<file path="src/rtl/dual_issue_ctrl_pkg.sv">
// dual_issue_ctrl_pkg: shared state encoding and counter width default for the issue scheduler.
package dual_issue_ctrl_pkg;
    localparam int CNT_W_DEF = 32;
    typedef enum logic {S_FIRST = 1'b0, S_SECOND = 1'b1} state_e;
endpackage

</file>
<file path="src/rtl/dual_issue_ctrl_issue_hazard_chk.sv">
// issue_hazard_chk: decides whether a decoded instruction pair may issue together.
module issue_hazard_chk (
    input  logic       in_valid1,
    input  logic       is_alu0,
    input  logic       is_alu1,
    input  logic       is_serial0,
    input  logic       is_serial1,
    input  logic [4:0] rd0,
    input  logic       we0,
    input  logic [4:0] rd1,
    input  logic [4:0] rj1,
    input  logic [4:0] rk1,
    output logic       dual_ok
);
    logic wr0;
    logic raw;
    logic waw;
    always_comb begin
        wr0     = we0 && rd0 != 5'd0;
        raw     = wr0 && (rd0 == rj1 || rd0 == rk1);
        waw     = wr0 && rd0 == rd1;
        dual_ok = in_valid1 && is_alu0 && is_alu1 && !is_serial0 && !is_serial1 && !raw && !waw;
    end
endmodule

</file>
<file path="src/rtl/dual_issue_ctrl.sv">
// dual_issue_ctrl: issues the held instruction pair to the EX1 lanes as a dual, split or stalled
// issue, serializes privileged ops behind a drained pipe and counts dual/single issues.
module dual_issue_ctrl
    import dual_issue_ctrl_pkg::*;
#(
    parameter int CNT_W = CNT_W_DEF
) (
    input  logic             aclk,
    input  logic             aresetn,
    input  logic             flush,
    input  logic             in_valid,
    input  logic             in_valid1,
    input  logic             is_alu0,
    input  logic             is_alu1,
    input  logic             is_serial0,
    input  logic             is_serial1,
    input  logic [4:0]       rd0,
    input  logic [4:0]       rd1,
    input  logic             we0,
    input  logic [4:0]       rj1,
    input  logic [4:0]       rk1,
    input  logic             pipe_empty,
    input  logic             ex_allowin,
    output logic             in_allowin,
    output logic             lane0_valid,
    output logic             lane0_sel,
    output logic             lane1_valid,
    output logic [CNT_W-1:0] cnt_dual,
    output logic [CNT_W-1:0] cnt_single
);
    state_e           state_q, state_d;
    logic [CNT_W-1:0] cnt_dual_q, cnt_dual_d;
    logic [CNT_W-1:0] cnt_single_q, cnt_single_d;
    logic             dual_ok;
    logic             inc_dual;
    logic             inc_single;

    issue_hazard_chk u_hazard (
        .in_valid1 (in_valid1),
        .is_alu0   (is_alu0),
        .is_alu1   (is_alu1),
        .is_serial0(is_serial0),
        .is_serial1(is_serial1),
        .rd0       (rd0),
        .we0       (we0),
        .rd1       (rd1),
        .rj1       (rj1),
        .rk1       (rk1),
        .dual_ok   (dual_ok)
    );

    always_comb begin
        state_d     = state_q;
        lane0_valid = 1'b0;
        lane0_sel   = 1'b0;
        lane1_valid = 1'b0;
        in_allowin  = 1'b0;
        inc_dual    = 1'b0;
        inc_single  = 1'b0;
        if (!aresetn) begin
            state_d = S_FIRST;
        end else if (flush) begin
            state_d    = S_FIRST;
            in_allowin = 1'b1;
        end else if (state_q == S_FIRST) begin
            if (!in_valid) begin
                in_allowin = 1'b1;
            end else if (!(is_serial0 && !pipe_empty)) begin
                lane0_valid = 1'b1;
                lane1_valid = dual_ok;
                // a split pair stays in the stage register until slot1 goes
                if (ex_allowin) begin
                    inc_dual   = dual_ok;
                    inc_single = !dual_ok;
                    in_allowin = dual_ok || !in_valid1;
                    state_d    = (!dual_ok && in_valid1) ? S_SECOND : S_FIRST;
                end
            end
        end else if (!(is_serial1 && !pipe_empty)) begin
            lane0_valid = 1'b1;
            lane0_sel   = 1'b1;
            if (ex_allowin) begin
                in_allowin = 1'b1;
                inc_single = 1'b1;
                state_d    = S_FIRST;
            end
        end
        cnt_dual_d   = cnt_dual_q + CNT_W'(inc_dual);
        cnt_single_d = cnt_single_q + CNT_W'(inc_single);
    end

    always_ff @(posedge aclk) begin
        if (!aresetn) begin
            state_q      <= S_FIRST;
            cnt_dual_q   <= '0;
            cnt_single_q <= '0;
        end else begin
            state_q      <= state_d;
            cnt_dual_q   <= cnt_dual_d;
            cnt_single_q <= cnt_single_d;
        end
    end

    assign cnt_dual   = cnt_dual_q;
    assign cnt_single = cnt_single_q;
endmodule

</file>
<file path="config.mk">
export PLATFORM = sky130hd
export DESIGN_NAME = dual_issue_ctrl
export DESIGN_NICKNAME = d
export VERILOG_FILES = /design/src/rtl/dual_issue_ctrl_pkg.sv /design/src/rtl/dual_issue_ctrl_issue_hazard_chk.sv /design/src/rtl/dual_issue_ctrl.sv
export SDC_FILE = /design/constraint.sdc
export NUM_CORES = 1
export LEC_CHECK = 0
export CAP_MARGIN = 20
export CORE_MARGIN = 5
export CORE_UTILIZATION = 52
export CTS_BUF_LIST = sky130_fd_sc_hd__clkbuf_8
export CTS_CLUSTER_DIAMETER = 40
export DETAILED_ROUTE_END_ITERATION = 12
export PLACE_DENSITY = 0.88
export SYNTH_ARGS = -nofsm -noshare
export SYNTH_HDL_FRONTEND = slang
export SYNTH_SLANG_ARGS = --single-unit
</file>
<file path="constraint.sdc">
create_clock -name aclk -period 8.2 [get_ports aclk]
set_clock_uncertainty 0.05 [all_clocks]
set_input_delay 2.46 -clock aclk [delete_from_list [all_inputs] [get_ports aclk]]
set_output_delay 2.46 -clock aclk [all_outputs]
set_load 0.02 [all_outputs]
</file>
### Yosys cells after proc, flatten, opt, wreduce, memory -nomap -nowiden

Cells that the tools add are included.

| operators by class | value |
|---|---|
| equality and inequality tests | 3 |
| muxes and demuxes | 41 |
| reductions and logical operators | 23 |
| add/subtract/negate cells | 2 |
| bitwise logic cells | 1 |

Operators with widths:

| operator | number |
|---|---|
| 32-bit by 1-bit adder with 32-bit output | 2 |
| 1-bit 2-to-1 mux | 41 |
| 5-bit == test | 3 |
| 1-bit logical AND | 12 |
| 1-bit logical NOT | 7 |
| 5-bit nonzero test | 1 |
| 1-bit logical OR | 2 |
| 2-bit OR reduction | 1 |
| 1-bit inverter | 1 |

| storage, ports and cells | value |
|---|---|
| output and inout port bits | 68 |
| register bits after elaboration | 65 |
| logic and storage cells | 73 |
| bits of input ports | 32 |

### Longest topological paths before layout

Gate-level depths: netlist of the first run.

| logic depth | value |
|---|---|
| word-level depth | 14 |
| depth in mapped cells | 13 |

### By module

Synthesis of the first run repeated with hierarchy kept, for this count alone.

| unflattened totals | value |
|---|---|
| cell total of the unflattened synthesis | 383 |
| area total of the unflattened synthesis | 3294.4 µm² |

Modules (own cells, without submodules):

| module | instances | cells an instance | sequential area each (µm²) | area an instance (µm²) |
|---|---|---|---|---|
| dual_issue_ctrl | 1 | 356 | 1301.2 | 3100.5 |
| issue_hazard_chk | 1 | 27 | 0.0 | 193.9 |

### Worst setup path after synthesis of the first run

OpenSTA, ideal clock, no wires.

| path | value |
|---|---|
| path type | input to output |
| start point | input rd0[0] |
| end point | output in_allowin |
| arrival time | 3.820 ns |
| setup slack | 1.870 ns |
| required time | 5.690 ns |
| cell stages on the path | 5 |
| path through | or4_1 > o21a_1 > a31oi_1 > a21boi_1 > o221a_2 |

| on the way | value |
|---|---|
| cells in the longest elaborated chain, start to end | 13 |
| elaborated cells on any way between the ends | 19 |

RTL lines:

| what | RTL line | source |
|---|---|---|
| start, declared | dual_issue_ctrl.sv:17 | `input logic [4:0] rd0,` |
| 5-bit == test or 5-bit nonzero test (tied branches) | dual_issue_ctrl_issue_hazard_chk.sv:20, dual_issue_ctrl_issue_hazard_chk.sv:19 |  |
| 1-bit logical OR or 1-bit logical AND (tied branches) | dual_issue_ctrl_issue_hazard_chk.sv:20, dual_issue_ctrl_issue_hazard_chk.sv:19 |  |
| 1-bit logical AND | dual_issue_ctrl_issue_hazard_chk.sv:20 | `raw = wr0 && (rd0 == rj1 \|\| rd0 == rk1);` |
| 1-bit logical NOT | dual_issue_ctrl_issue_hazard_chk.sv:22 | `dual_ok = in_valid1 && is_alu0 && is_alu1 && !is_serial0 && !is_serial1 && !raw && !waw;` |
| 1-bit logical AND | dual_issue_ctrl_issue_hazard_chk.sv:22 |  |
| 1-bit logical AND * | dual_issue_ctrl_issue_hazard_chk.sv:22 |  |
| 1-bit logical OR * | dual_issue_ctrl.sv:75 | `in_allowin = dual_ok \|\| !in_valid1;` |
| 1-bit 2-to-1 mux * | dual_issue_ctrl.sv:72 | `if (ex_allowin) begin` |
| 1-bit 2-to-1 mux * | dual_issue_ctrl.sv:68 | `end else if (!(is_serial0 && !pipe_empty)) begin` |
| 1-bit 2-to-1 mux * | dual_issue_ctrl.sv:66 | `if (!in_valid) begin` |
| 1-bit 2-to-1 mux * | dual_issue_ctrl.sv:65 | `end else if (state_q == S_FIRST) begin` |
| 1-bit 2-to-1 mux * | dual_issue_ctrl.sv:62 | `end else if (flush) begin` |
| 1-bit 2-to-1 mux * | dual_issue_ctrl.sv:60 | `if (!aresetn) begin` |
| end, declared | dual_issue_ctrl.sv:24 | `output logic in_allowin,` |

Mark *: on every way between the ends. The rest lies on a longest branch, timed or not.

### Worst setup path in the final report of the first run

Same ends and word-level chain as after synthesis.

==> results.md, run 1 <==
Outcome:
- The flow ran to the end, and the final reports show no timing, DRC or antenna violations.

Global routing:
- The total track usage is 20.8%.
- For met2 alone, demand over resource in global routing was 37.0%.
- Entering global routing, the biggest net connects 60 pins.
- The wire length of the first global-routing pass is 12900 um.
- Global routing finished with a remaining overflow of 0.
- The number of antenna violations at the first check in global routing is 0.
- The global routing stage identified its most utilized layer as met2.
- The met1 layer usage reported by global route is 22.3%.
- The number of global-route vias before repair came to 3004.
- The global routing met3 resource utilization is 6.68%.

STA:
- The worst pin sits at a relative slew slack of 60.0%.
- The sum of negative setup slack is 0 ns.
- The measured slew at the worst slew-check pin is 0.600 ns.
- Setup violations remaining at the end of the flow were counted as 0.
- The number of hold-slack violations in the final timing report is 0.
- Setup repair after global routing left no endpoint under its margin.
- The number of max-slew violations in the final report is 0.
- The worst path needs 7.56 ns of the cycle, external delays included.
- Dividing the final minimum period by the clock period gives 92.1%.
- The fmax is 0.132 GHz.

Route:
- Summed over all layers, the routed wires come to 7800 um.
- The count of vias placed by the detailed router is 3053.
- In the routed design, unresolved DRC markers number 0.
- For this run, the detailed router's first-pass iteration total came to 4.
- The detail route stage leaves a number of antenna-violating nets equal to 0.
- The detailed-route wire length per cell is 14.1 um.
- The mean number of vias per cell is 5.50.
- The DRC violation total after the first TritonRoute iteration is 119.

Die:
- The number of top-level pins is 100.
- The die outline width is 88.2 um.
- The initial utilization of the core area, before any placement, comes to 53.7%.
- The die span in y is 88.2 um.
- In this run the standard cell core region covers 0.00592 mm2.
- The floorplan step defined a die boundary enclosing 0.00777 mm2.
- The count of standard-cell rows is 28.

Cells and area:
- Once layout is complete, the utilization of the core stands at 74.3%.
- Registers take 0.00130 mm2.
- Summing all non-filler instances in the final layout gives an area of 0.00440 mm2.
- Cells with a size suffix above 1 make up 4.17% of the layout.
- The area added between synthesis and finish is 38.5%.
- Leaving out filler cells and counting taps, the final layout contains 555.
- The net total in the final layout is 512.
- The count of inserted antenna diode cells is 0.
- In the final layout, the multi-input gates occupy 0.00180 mm2.
- In the layout the commonest cells are clkdlybuf4s50_1, dfxtp_1, nor2_1.
- The count of filler cells inserted in the layout is 464.
- The most frequent standard cell in the layout excluding fill and tap cells is clkdlybuf4s50_1.

Setup path:
- In this run the worst path has a maximum fanout of 5.
- The critical path goes through clkdlybuf4s50_1 > or4_1 > o21a_1 > a31oi_1 > a21boi_1 > o221a_2 > clkdlybuf4s50_1.
- The worst setup path is launched from an input pin.
- For the worst setup path, the data arrival time is 5.05 ns.
- The element type at the critical path end is an output port.
- At the worst endpoint, the required time is 5.69 ns.
- The type of the worst setup path is input pin to output port.
- On the critical path, the stage with the largest delay is an instance of clkdlybuf4s50_1.
- The most common cell type on the critical path is clkdlybuf4s50_1.
- For this run, the slowest stage of the critical path takes 0.60 ns.

Clock network:
- The insertion delay of the later-clocked pin in the worst-skew pair is 0.34 ns.
- The clock transition at the registers of the reported paths is 0.07 ns.
- The number of setup buffers added after CTS is 0.
- The CTS tree is built.
- Clock tree synthesis inserted a total of 9 buffers.
- The longest clock path from root to sink contains 2 buffers.
- The H-tree generated during clock tree synthesis spans 3 levels.
- The number of clock sinks seen by CTS is 65.
- CTS placed an instance of clkbuf_8 at the clock tree root.
- Once the clock tree was built, the resizer swapped 0 gates to a different size.
- The number of hold buffers added after CTS was 0.

Run:
- The reported max-cap violation count is 0.

Placed design:
- The count of placed standard cells including taps is 540.
- The post-placement cell area is 0.00422 mm2.
- The congestion estimate from routability-driven global placement came to 0.845.
- Port buffering added 99 buffers.
- Once detailed placement completed, the half-perimeter wirelength came to 5960 um.

Yosys:
- By area, the combinational part of the netlist is dominated by simple AND/OR/NAND/NOR gates.
- The xor/xnor share of the synthesized area is 17.4%.
- The sequential cell area fraction in the yosys report is 41.0%.
- Summing the areas of all compound-gate instances in the mapped netlist gives 6.18% of the synthesized area.
- The post-synthesis simple-gate area fraction is 31.4%.
- The number of instances in the synthesized netlist is 376.
- The average size of a mapped cell is 8.45 um2.
- The cell area that synthesis handed to floorplanning was 0.00318 mm2.
- The post-synthesis net count is 412.
- The distinct cell type count of the synthesized netlist is 40.
- The synthesized design contains 65 register bits.
- The portion of synthesized area spent on multiplexers is 0%.
- After Yosys synthesis, full adders, half adders and majority gates account for 1.58% of the synthesized area.
- For this run, the number of Yosys warnings is 0.

Power:
- The cell area power density is 137 mW/mm2.
- The highest ir drop seen on vdd is 103 uV.
- The leakage power summed over all cells is 1.49 nW.

Hold path:
- The type of the worst min-delay path is register to register.
[Yosys cell counts]
cell / instances / area (um2)
a31oi_1: 2 / 12.5
xor2_1: 23 / 201
o31ai_1: 1 / 7.51
ha_1: 4 / 50.1
nand3b_1: 1 / 7.51
clkinv_1: 1 / 3.75
nor2_1: 56 / 210
o21ai_0: 11 / 55.1
or4_4: 1 / 11.3
and4_4: 1 / 11.3
or4_1: 3 / 22.5
and4_1: 8 / 70.1
nor3_1: 13 / 65.1
nor4b_1: 2 / 17.5
or3_1: 11 / 68.8
dfxtp_1: 65 / 1300
a21boi_1: 1 / 7.51
nand4_1: 15 / 93.8
nand3_2: 1 / 10.0
nor3b_1: 1 / 7.51
xnor2_1: 40 / 350
a211oi_1: 1 / 7.51
nand4_2: 1 / 12.5
nand2b_1: 2 / 12.5
inv_1: 8 / 30.0
o22ai_1: 1 / 6.26
clkbuf_1: 8 / 30.0
nor2b_1: 1 / 6.26
and3_1: 12 / 75.1
nand2_1: 25 / 93.8
nand3_1: 23 / 115
o21a_1: 2 / 15.0
nor4_1: 6 / 37.5
buf_2: 3 / 15.0
o221a_2: 1 / 11.3
a22oi_1: 1 / 7.51
or2_2: 1 / 6.26
a21oi_1: 11 / 55.1
o41a_1: 1 / 11.3
and2_1: 7 / 43.8
[worst max-delay path: cells and delay by family]
family	cells	cell delay, ns
and+or+nand+nor	1	0.55
buffers and inverters	2	1.11
AOI/OAI and AO/OA	4	0.92
[layout make-up]
| cell class | instances | share of cell area, % |
|---|---|---|
| sequential | 65 | 29.6 |
| inverter | 9 | 0.768 |
| clock buffer | 9 | 2.81 |
| multi-input combinational | 291 | 40.8 |
| tap | 75 | 2.13 |
| clock inverter | 6 | 1.19 |
| timing repair buffer | 100 | 22.7 |
[kinds of logic after synthesis]
logic type / Yosys count
flops: 65
compound gates: 33
simple gates: 191
xor+xnor: 63
fa+ha+maj: 4
buf+inv: 20
[through the flow]
step | power, W | setup slack [ns] | hold slack, ns
floorplan | 0.000340 | 1.87 | 0.454
global placement | 0.000361 | 0.672 | 0.418
detailed placement | 0.000362 | 0.646 | 0.427
CTS | 0.000613 | 0.634 | 0.436
global route | 0.000629 | 0.461 | 0.490
finish | 0.000605 | 0.644 | 0.433
[flip-flops by register name, indices dropped and copies added (netlist names)]
signal,cells
cnt_single,32
state_q,1
cnt_dual,32
[where the power goes]
group          leakage (nW)  internal, W  switching, W
sequential            0.523     0.000316   0.000000264
combinational         0.867    0.0000220     0.0000169
clock                 0.101     0.000135      0.000115
total                  1.49     0.000473      0.000132
[metal layers]
metal | vias to the layer above | share of wire (%)
li1 | 1519 | -
met1 | 1428 | 40
met2 | 97 | 50
met3 | 9 | 8.5
met4 | 0 | 1.6
met5 | - | 0
[path summary, 6_finish.rpt]
kind / start / endpoint / slack, ns / cells after the start
max: rd0[0] / in_allowin / 0.64 / 7
min: cnt_dual[31] / cnt_dual[31] / 0.43 / 2
max reg2reg: state_q / cnt_dual[27] / 5.12 / 8
min reg2reg: cnt_dual[31] / cnt_dual[31] / 0.43 / 2
Note: power is estimated with default switching activity, not from simulation.
==> inputs of run 2 (changes only) <==
Settings changed: CTS_CLUSTER_DIAMETER 40 to 120, SLEW_MARGIN from default to 25.
==> results of run 2 <==
Same layout as run 1: the final DEF is identical, and so are final timing and power.
==> inputs of run 3 (changes only) <==
Settings changed: CAP_MARGIN 20 to 40.
==> results of run 3 <==
Same layout as run 1: the final DEF is identical, and so are final timing and power.
